**config.mk**
```make
export PLATFORM = sky130hd
export DESIGN_NAME = jtag_shift_master
export DESIGN_NICKNAME = d
export VERILOG_FILES = /design/src/rtl/jtag_pkg.sv /design/src/rtl/jtag_tck_timer.sv /design/src/rtl/jtag_shift_master.sv
export SDC_FILE = /design/constraint.sdc
export NUM_CORES = 1
export LEC_CHECK = 0
export BUFFER_PORTS_ARGS = -buffer_cell sky130_fd_sc_hd__buf_2
export CAP_MARGIN = 20
export CORE_UTILIZATION = 58
export CTS_CLUSTER_SIZE = 16
export DETAILED_ROUTE_END_ITERATION = 10
export PLACE_DENSITY = 0.81
export SLEW_MARGIN = 5
export SYNTH_ARGS = -nofsm -noshare
export SYNTH_HDL_FRONTEND = slang
export SYNTH_HIERARCHICAL = 1
export SYNTH_SLANG_ARGS = --single-unit
```
**constraint.sdc**
```tcl
create_clock -name clk -period 5.22 [get_ports clk]
set_input_delay 1.044 -clock clk [delete_from_list [all_inputs] [get_ports clk]]
set_output_delay 1.044 -clock clk [all_outputs]
set_load 0.01 [all_outputs]
```
**src/rtl/jtag_pkg.sv**
```systemverilog
// jtag_pkg: shared definitions for the JTAG shift master.
//   - command field widths (TDI/TMS/TDO byte, bit-count field)
//   - shift-master FSM state enumeration
//   - IEEE 1149.1 TAP state enumeration with its 4-bit encodings
//   - tap_next(): TAP controller next-state function (used when
//     JTAG_TAP_TRACK_EN is defined)
package jtag_pkg;

  localparam int unsigned CMD_W = 8;  // TDI / TMS / TDO bits per command
  localparam int unsigned LEN_W = 3;  // bit count minus one

  typedef enum logic [1:0] {
    ST_IDLE,
    ST_LOW,
    ST_HIGH,
    ST_RESP
  } state_e;

  typedef enum logic [3:0] {
    TAP_EXIT2_DR         = 4'h0,
    TAP_EXIT1_DR         = 4'h1,
    TAP_SHIFT_DR         = 4'h2,
    TAP_PAUSE_DR         = 4'h3,
    TAP_SELECT_IR        = 4'h4,
    TAP_UPDATE_DR        = 4'h5,
    TAP_CAPTURE_DR       = 4'h6,
    TAP_SELECT_DR        = 4'h7,
    TAP_EXIT2_IR         = 4'h8,
    TAP_EXIT1_IR         = 4'h9,
    TAP_SHIFT_IR         = 4'hA,
    TAP_PAUSE_IR         = 4'hB,
    TAP_RUN_IDLE         = 4'hC,
    TAP_UPDATE_IR        = 4'hD,
    TAP_CAPTURE_IR       = 4'hE,
    TAP_TEST_LOGIC_RESET = 4'hF
  } tap_state_e;

  function automatic tap_state_e tap_next(input tap_state_e s, input logic tms_bit);
    case (s)
      TAP_TEST_LOGIC_RESET: tap_next = tms_bit ? TAP_TEST_LOGIC_RESET : TAP_RUN_IDLE;
      TAP_RUN_IDLE:         tap_next = tms_bit ? TAP_SELECT_DR : TAP_RUN_IDLE;
      TAP_SELECT_DR:        tap_next = tms_bit ? TAP_SELECT_IR : TAP_CAPTURE_DR;
      TAP_CAPTURE_DR:       tap_next = tms_bit ? TAP_EXIT1_DR  : TAP_SHIFT_DR;
      TAP_SHIFT_DR:         tap_next = tms_bit ? TAP_EXIT1_DR  : TAP_SHIFT_DR;
      TAP_EXIT1_DR:         tap_next = tms_bit ? TAP_UPDATE_DR : TAP_PAUSE_DR;
      TAP_PAUSE_DR:         tap_next = tms_bit ? TAP_EXIT2_DR  : TAP_PAUSE_DR;
      TAP_EXIT2_DR:         tap_next = tms_bit ? TAP_UPDATE_DR : TAP_SHIFT_DR;
      TAP_UPDATE_DR:        tap_next = tms_bit ? TAP_SELECT_DR : TAP_RUN_IDLE;
      TAP_SELECT_IR:        tap_next = tms_bit ? TAP_TEST_LOGIC_RESET : TAP_CAPTURE_IR;
      TAP_CAPTURE_IR:       tap_next = tms_bit ? TAP_EXIT1_IR  : TAP_SHIFT_IR;
      TAP_SHIFT_IR:         tap_next = tms_bit ? TAP_EXIT1_IR  : TAP_SHIFT_IR;
      TAP_EXIT1_IR:         tap_next = tms_bit ? TAP_UPDATE_IR : TAP_PAUSE_IR;
      TAP_PAUSE_IR:         tap_next = tms_bit ? TAP_EXIT2_IR  : TAP_PAUSE_IR;
      TAP_EXIT2_IR:         tap_next = tms_bit ? TAP_UPDATE_IR : TAP_SHIFT_IR;
      TAP_UPDATE_IR:        tap_next = tms_bit ? TAP_SELECT_DR : TAP_RUN_IDLE;
      default:              tap_next = TAP_TEST_LOGIC_RESET;
    endcase
  endfunction

endpackage

```
**src/rtl/jtag_tck_timer.sv**
```systemverilog
// jtag_tck_timer: TCK phase timer. Counts CLK_DIV clk cycles per phase and
// pulses phase_end on the last cycle of each phase.
// Ports:
//   clk, resetb  system clock, async active-low reset
//   run          high while a TCK phase (LOW or HIGH) is in progress
//   restart      phase entry; counter restarts from zero
//   phase_end    high on the final clk cycle of the current phase
module jtag_tck_timer #(
  parameter int unsigned CLK_DIV = 4
) (
  input  logic clk,
  input  logic resetb,
  input  logic run,
  input  logic restart,
  output logic phase_end
);

  localparam logic [7:0] CNT_LAST = 8'(CLK_DIV - 1);

  logic [7:0] cnt;

  assign phase_end = run && (cnt == CNT_LAST);

  always_ff @(posedge clk or negedge resetb) begin
    if (!resetb) begin
      cnt <= '0;
    end else if (!run || restart) begin
      cnt <= '0;
    end else begin
      cnt <= cnt + 8'd1;
    end
  end

endmodule

```
**src/rtl/jtag_shift_master.sv**
```systemverilog
// jtag_shift_master: shifts up to 8 TDI/TMS bits out to a JTAG header and
// captures TDO on each TCK rising edge, returning the captured byte.
// Ports:
//   clk, resetb              system clock, async active-low reset
//   cmd_valid/cmd_ready      command handshake
//   cmd_tdi, cmd_tms         bits to shift, LSB first
//   cmd_len                  bit count minus one
//   rsp_valid/rsp_ready      response handshake, rsp_tdo captured TDO bits
//   tck, tms, tdi / tdo      JTAG header pins
//   busy                     high whenever not idle
//   tap_state                tracked TAP state (only with JTAG_TAP_TRACK_EN)
// Optional feature macro: JTAG_TAP_TRACK_EN
module jtag_shift_master
  import jtag_pkg::*;
#(
  parameter int unsigned CLK_DIV = 4
) (
  input  logic             clk,
  input  logic             resetb,
  input  logic             cmd_valid,
  output logic             cmd_ready,
  input  logic [CMD_W-1:0] cmd_tdi,
  input  logic [CMD_W-1:0] cmd_tms,
  input  logic [LEN_W-1:0] cmd_len,
  output logic             rsp_valid,
  input  logic             rsp_ready,
  output logic [CMD_W-1:0] rsp_tdo,
  output logic             tck,
  output logic             tms,
  output logic             tdi,
  input  logic             tdo,
  output logic             busy
`ifdef JTAG_TAP_TRACK_EN
  ,
  output logic [3:0]       tap_state
`endif
);

  state_e           state;
  logic [CMD_W-1:0] tdi_q;
  logic [CMD_W-1:0] tms_q;
  logic [CMD_W-1:0] cap_q;
  logic [LEN_W-1:0] len_q;
  logic [LEN_W-1:0] idx_q;
  logic [LEN_W-1:0] idx_nx;
  logic             accept;
  logic             run;
  logic             phase_end;

  assign accept = cmd_valid && cmd_ready;
  assign run    = (state == ST_LOW) || (state == ST_HIGH);
  assign idx_nx = idx_q + 3'd1;

  jtag_tck_timer #(
    .CLK_DIV(CLK_DIV)
  ) u_timer (
    .clk      (clk),
    .resetb   (resetb),
    .run      (run),
    .restart  (accept || phase_end),
    .phase_end(phase_end)
  );

  always_ff @(posedge clk or negedge resetb) begin
    if (!resetb) begin
      state     <= ST_IDLE;
      tck       <= 1'b0;
      tms       <= 1'b1;
      tdi       <= 1'b0;
      rsp_valid <= 1'b0;
      rsp_tdo   <= '0;
      busy      <= 1'b0;
      cmd_ready <= 1'b1;
      tdi_q     <= '0;
      tms_q     <= '0;
      cap_q     <= '0;
      len_q     <= '0;
      idx_q     <= '0;
    end else begin
      case (state)
        ST_IDLE: begin
          if (accept) begin
            tdi_q     <= cmd_tdi;
            tms_q     <= cmd_tms;
            len_q     <= cmd_len;
            idx_q     <= '0;
            cap_q     <= '0;
            tdi       <= cmd_tdi[0];
            tms       <= cmd_tms[0];
            cmd_ready <= 1'b0;
            busy      <= 1'b1;
            state     <= ST_LOW;
          end
        end
        ST_LOW: begin
          if (phase_end) begin
            // TDO is sampled on the same edge that raises TCK
            cap_q[idx_q] <= tdo;
            tck          <= 1'b1;
            state        <= ST_HIGH;
          end
        end
        ST_HIGH: begin
          if (phase_end) begin
            tck <= 1'b0;
            if (idx_q < len_q) begin
              idx_q <= idx_nx;
              tdi   <= tdi_q[idx_nx];
              tms   <= tms_q[idx_nx];
              state <= ST_LOW;
            end else begin
              state <= ST_RESP;
            end
          end
        end
        ST_RESP: begin
          // First RESP cycle publishes the byte; rsp_valid therefore rises
          // one cycle after the final TCK falling edge.
          if (!rsp_valid) begin
            rsp_valid <= 1'b1;
            rsp_tdo   <= cap_q;
          end else if (rsp_ready) begin
            rsp_valid <= 1'b0;
            cmd_ready <= 1'b1;
            busy      <= 1'b0;
            state     <= ST_IDLE;
          end
        end
        default: begin
          state <= ST_IDLE;
        end
      endcase
    end
  end

`ifdef JTAG_TAP_TRACK_EN
  tap_state_e tap_q;

  assign tap_state = tap_q;

  // The target sees TCK rise on the LOW->HIGH edge, with tms already stable.
  always_ff @(posedge clk or negedge resetb) begin
    if (!resetb) begin
      tap_q <= TAP_TEST_LOGIC_RESET;
    end else if ((state == ST_LOW) && phase_end) begin
      tap_q <= tap_next(tap_q, tms);
    end
  end
`endif

endmodule
```
# After elaboration in Yosys (flattened, before gate mapping)

Index checks and enable logic that the tools add are counted.

Register bits: 54
Input port bits: 24
Output and inout port bits: 14
Word-level logic and storage cells: 93

$add $sub $neg: 2
Order comparisons: 4
Equal/unequal tests: 10
Multiplexer cells: 43
Bitwise logic cells: 1
Reductions and logical operators: 19

Operators with widths:

| operator                                                               | number |
|---|---|
| 8-bit two-way mux                                                      | 3 |
| 1-bit two-way mux                                                      | 19 |
| 8-bit case mux with 2 select lines                                     | 1 |
| 2-bit two-way mux                                                      | 6 |
| 2-bit != test (second input constant)                                  | 5 |
| 1-bit case mux with 2 select lines                                     | 5 |
| 3-bit two-way mux                                                      | 3 |
| 8-bit by 1-bit adder with 8-bit output (second input constant)         | 1 |
| 8-bit bitwise mux                                                      | 1 |
| 8-bit by 2-bit equality test with 1-bit output (second input constant) | 1 |
| 3-bit by 4-bit < comparator with 1-bit output (second input constant)  | 2 |
| 2-bit case mux with 4 select lines                                     | 1 |
| 4-bit AND reduction                                                    | 2 |
| 2-bit nonzero test                                                     | 4 |
| 1-bit binary-select mux with 3-bit select                              | 2 |
| 3-bit case mux with 2 select lines                                     | 1 |
| 3-bit AND reduction                                                    | 2 |
| 5-bit AND reduction                                                    | 1 |
| 2-bit equality test (second input constant)                            | 2 |
| 2-bit AND reduction                                                    | 2 |
| 3-bit by 1-bit adder with 3-bit output (second input constant)         | 1 |
| 1-bit demux with 3-bit select                                          | 1 |
| 3-bit by 1-bit >= comparator with 1-bit output (second input constant) | 1 |
| 1-bit logical AND                                                      | 3 |
| 7 further kinds                                                        | 9 |

# Depth between registers and ports, before layout

Word-level depth: 7
Depth in mapped cells: 9
Depth with buffers taken out: 8

# Modules after synthesis

Netlist, hierarchy kept.

By module, submodules not included:

| module            | times used | cells each | area each (um2) | seq. area each (um2) |
|---|---|---|---|---|
| jtag_shift_master | 1          | 187        | 2237.1          | 1153.6 |
| jtag_tck_timer    | 1          | 37         | 387.9           | 200.2 |

# Least setup slack after synthesis

No wires, ideal clock.

Path kind: flip-flop to flip-flop
Start point: reg state[0]
End point: reg tdi
Setup time: 125 ps
Arrival time: 2082 ps
Data required time: 5095 ps
Slack: 3013 ps
Stages on the path, launching flop included: 8
Buffers on the path: 0
Period minus slack after synthesis: 2207 ps
Cell sequence: dfrtp_1 inv_1 ha_1 nor4b_1 and4b_1 nand2_1 o31ai_2 mux2_2

Word-level cells in the longest chain between the ends: 5
Elaborated cells between the ends (all ways): 11
Classes of those cells: eq/ne: 5; mux: 1; reduce/logical: 5

Ends and longest elaborated chain:

| what                                                                                  | line                     | text |
|---|---|---|
| from (decl)                                                                           | jtag_shift_master.sv:39  | `state_e state;` |
| from (signal assigned)                                                                | jtag_shift_master.sv:66  | `state <= ST_IDLE;` |
| from (signal assigned)                                                                | jtag_shift_master.sv:92  | `state <= ST_LOW;` |
| from (signal assigned)                                                                | jtag_shift_master.sv:100 | `state <= ST_HIGH;` |
| 2-bit by 1-bit equality test with 1-bit output or 2-bit equality test (tied branches) | jtag_shift_master.sv:51  | `assign run = (state == ST_LOW) \|\| (state == ST_HIGH);` |
| 1-bit logical OR *                                                                    | jtag_shift_master.sv:51  |  |
| named net run                                                                         | jtag_shift_master.sv:47  | `logic run;` |
| 1-bit logical AND *                                                                   | jtag_tck_timer.sv:22     | `assign phase_end = run && (cnt == CNT_LAST);` |
| named net phase_end                                                                   | jtag_shift_master.sv:48  | `logic phase_end;` |
| 2-bit != test (no source line) *                                                      | n/a                      |  |
| 4-bit AND reduction (no source line) *                                                | n/a                      |  |
| to (signal assigned)                                                                  | jtag_shift_master.sv:88  | `tdi <= cmd_tdi[0];` |
| to (signal assigned)                                                                  | jtag_shift_master.sv:108 | `tdi <= tdi_q[idx_nx];` |
| to (decl)                                                                             | jtag_shift_master.sv:30  | `output logic tdi,` |

Mark *: on every way through the listed nets, which the timed path passes. The rest lies on a longest branch.
A chain may end at the register's enable or synchronous reset.

# Worst setup path in the final report

Start point: reg state[1]
End point: reg tdi

Same word-level chain as after synthesis.

==> impl_metrics.json <==
{
  "crit_fanout": 7,
  "timing.final.ws_setup_ps": 2687,
  "grt_max_degree": 55,
  "slew_headroom": 0.3553,
  "intPower_mw": 0.5228,
  "ys_seq_area_frac": 0.5157,
  "final_cells": 313,
  "antennaDiodeCount": 0,
  "cts_tree": "done",
  "cts_htree_levels": 2,
  "power_density_nw_per_um2": 227.2,
  "drt-pass1-iter-count": 4,
  "design_area_um2": 2914,
  "worst_slew_pin_slew_ps": 964.4,
  "p_total_mw": 0.6620,
  "cts_resized": 0,
  "detail_route.wl_per_cell_um": 13.84,
  "finalCritPeriodShare": 0.4852,
  "drt_iter0_drc": 150,
  "crit_family": "simple AND/OR/NAND/NOR gates",
  "hpwlAfterDp_mm": 3.147,
  "reg2reg_depth": 7,
  "cts_setup_buffers": 0,
  "clkPwrFrac": 0.336,
  "hold_violations": 0,
  "synth_warnings": 6,
  "peakVddDrop_mv": 0.1676,
  "synth_seq_cells": 54,
  "vias_per_cell": 5.665,
  "drc": 0,
  "clk_path_buf_depth": 2,
  "ant_nets": 0,
  "slowest_delay_ps": 430,
  "seq_power_share": 0.634,
  "syn_area_per_cell_um2": 11.72,
  "crit_type": "reg -> reg",
  "rsz0062_at_grt": "no",
  "syn-num-nets": 257,
  "critPathCaptureType": "flip-flop",
  "power_frac_comb": 0.031,
  "overflow": 0,
  "clkLatencyLatePin_ps": 300,
  "startpoint_type": "flip-flop",
  "skew_ps": 8.336,
  "r2r_end": "tdi",
  "crit_required_ps": 5410,
  "finalWirelength_mm": 4.332,
  "multi_input_area_um2": 1181,
  "ys_async_sr_fraction": 1.000,
  "cp.depth": 7,
  "grt_pass1_wl_mm": 7.748,
  "r2r-start": "state[1]",
  "cts_buffers": 5,
  "ys_types": 45,
  "sw_frac_of_total": 0.2103,
  "critPathCapture": "tdi",
  "worstSetupStartpoint": "state[1]",
  "detailedPlace.worstSlack_ps": 2579,
  "die_h_um": 69.28,
  "clkTransAtPathRegs_ps": 90,
  "drv_cap": 0,
  "seqCellArea_um2": 1354,
  "grt_antenna_before_repair": 0,
  "synth-edff-count": 0,
  "dieArea_um2": 4799,
  "gp_congestion": 0.7371,
  "min_path_type": "reg -> reg",
  "top_level_ports": 38,
  "clock_sinks": 54,
  "num-nets-final": 293,
  "rows": 24,
  "start_util": 0.6029,
  "final_max_slew_viol_count": 0,
  "track_usage": 0.2020,
  "fp.dieW_um": 69.28,
  "setup_violations": 0,
  "tns_ps": 0,
  "grt_pass1_vias": 1672,
  "ys.flop_type": "dfrtp_1",
  "cp_num_buf_inv": 1,
  "port_buffers": 37,
  "nFillCells": 356,
  "utilization": 0.6693,
  "cts_hold_buffers": 0,
  "syn2layout_area_growth_pct": 11.01,
  "period_minus_slack_ps": 2533,
  "cts_root_buffer": "clkbuf_8",
  "dr_total_vias": 1773,
  "status": "complete, no violations",
  "dpl-instance-area_um2": 2834,
  "p_leak_nw": 1.482,
  "holdWs_ps": 483.0,
  "switchingPower_mw": 0.1392,
  "r2r_slack_ps": 2690,
  "fmax_mhz": 394.8,
  "place_inst": 305,
  "crit_slowest_cell": "dfrtp_1",
  "drive_gt1_frac": 0.2146,
  "critPathArrivalTime_ps": 2720,
  "core_area_um2": 4354,
  "netlist_instances": 224,
  "worstPathCellList": "inv_1 -> ha_1 -> nor4b_1 -> and4b_1 -> nand2_1 -> o31ai_2 -> mux2_2",
  "syn-cell-area_um2": 2625
}
==> worst reg2reg max path, cell delays in order (launching register included) <==
cell and delay, ps:
dfrtp_1 430, inv_1 110, ha_1 360, nor4b_1 230, and4b_1 380, nand2_1 140
o31ai_2 390, mux2_2 390
==> cell usage after synthesis (all sizes together), types with 2 or more instances <==
| library cell | instances | area, µm² |
|---|---|---|
| o31ai | 3 | 27.52 |
| o22ai | 2 | 12.51 |
| nand3 | 7 | 40.04 |
| nand2 | 13 | 48.80 |
| or3 | 3 | 18.77 |
| clkbuf | 2 | 7.510 |
| mux2i | 10 | 100.1 |
| buf | 7 | 41.29 |
| nor2b | 3 | 18.77 |
| dfstp | 2 | 52.55 |
| nand2b | 3 | 26.27 |
| nor2 | 9 | 33.78 |
| dfrtp | 52 | 1301 |
| o21a | 2 | 15.01 |
| o21ai | 19 | 95.09 |
| mux4 | 2 | 45.04 |
| xor2 | 3 | 26.28 |
| a21oi | 11 | 55.05 |
| inv | 10 | 37.54 |
| ha | 9 | 112.6 |
| mux2 | 30 | 337.8 |
| a31oi | 5 | 31.28 |
==> layer usage <==
| layer | GRT usage | vias to the layer above | part of all wire |
|---|---|---|---|
| li1 | - | 871 | - |
| met1 | 0.2843 | 859 | 0.47 |
| met2 | 0.3118 | 39 | 0.48 |
| met3 | 0.05669 | 4 | 0.036 |
| met4 | 0.04989 | 0 | 0.0072 |
| met5 | 0 | - | 0 |
==> worst min-delay path by stage <==
| stage | startpoint | cells past startpoint | endpoint |
|---|---|---|---|
| after CTS | rsp_tdo[0] | 1 | rsp_tdo[0] |
| after detailed placement | rsp_tdo[0] | 1 | rsp_tdo[0] |
| after global placement | rsp_tdo[1] | 1 | rsp_tdo[1] |
| final | rsp_tdo[0] | 1 | rsp_tdo[0] |
| after global routing | rsp_tdo[0] | 1 | rsp_tdo[0] |
| after floorplan | u_timer/cnt[0] | 1 | u_timer/cnt[0] |
==> kinds of logic after synthesis <==
logic type	synth area share
flip-flops	0.5157
AO/OA/AOI/OAI	0.1182
AND/OR/NAND/NOR	0.09152
multiplexers	0.1840
buffers and inverters	0.03432
adder cells (fa/ha/maj)	0.04290
XOR/XNOR	0.01335
==> cell type report <==
cell class                 count  share of cell area
multi-input combinational    150              0.4053
tap                           52             0.02233
clock buffer                   8             0.02748
inverter                      11             0.01417
sequential                    54              0.4646
timing repair buffer          38             0.06612
==> power groups by stage <==
stage               clock network (mW)  logic [mW]  registers [mW]
floorplan                            0     0.00158           0.428
global placement                     0      0.0206           0.428
detailed placement                   0      0.0211           0.428
CTS                              0.226      0.0211           0.420
global route                     0.244      0.0236           0.420
finish                           0.222      0.0202           0.419
==> registers in the layout, indices dropped and copies added, names as in the netlist <==
signal / flops
idx_q: 3
cmd_ready: 1
busy: 1
tdi_q: 8
state: 2
u_timer/cnt: 8
len_q: 3
tdi: 1
tck: 1
tms: 1
cap_q: 8
tms_q: 8
rsp_tdo: 8
rsp_valid: 1
==> layout by cell type (no fill, tap or decap), types with 5 or more instances in the layout <==
cell type	instances
dfrtp_1	52
mux2_1	26
nand3_1	6
nand2_1	13
clkbuf_8	5
o21ai_1	10
ha_1	9
inv_1	10
a21oi_1	11
nor2_1	9
buf_2	37
o21ai_0	9
mux2i_1	10
a31oi_1	5
Note: power is estimated with default switching activity, not from simulation.
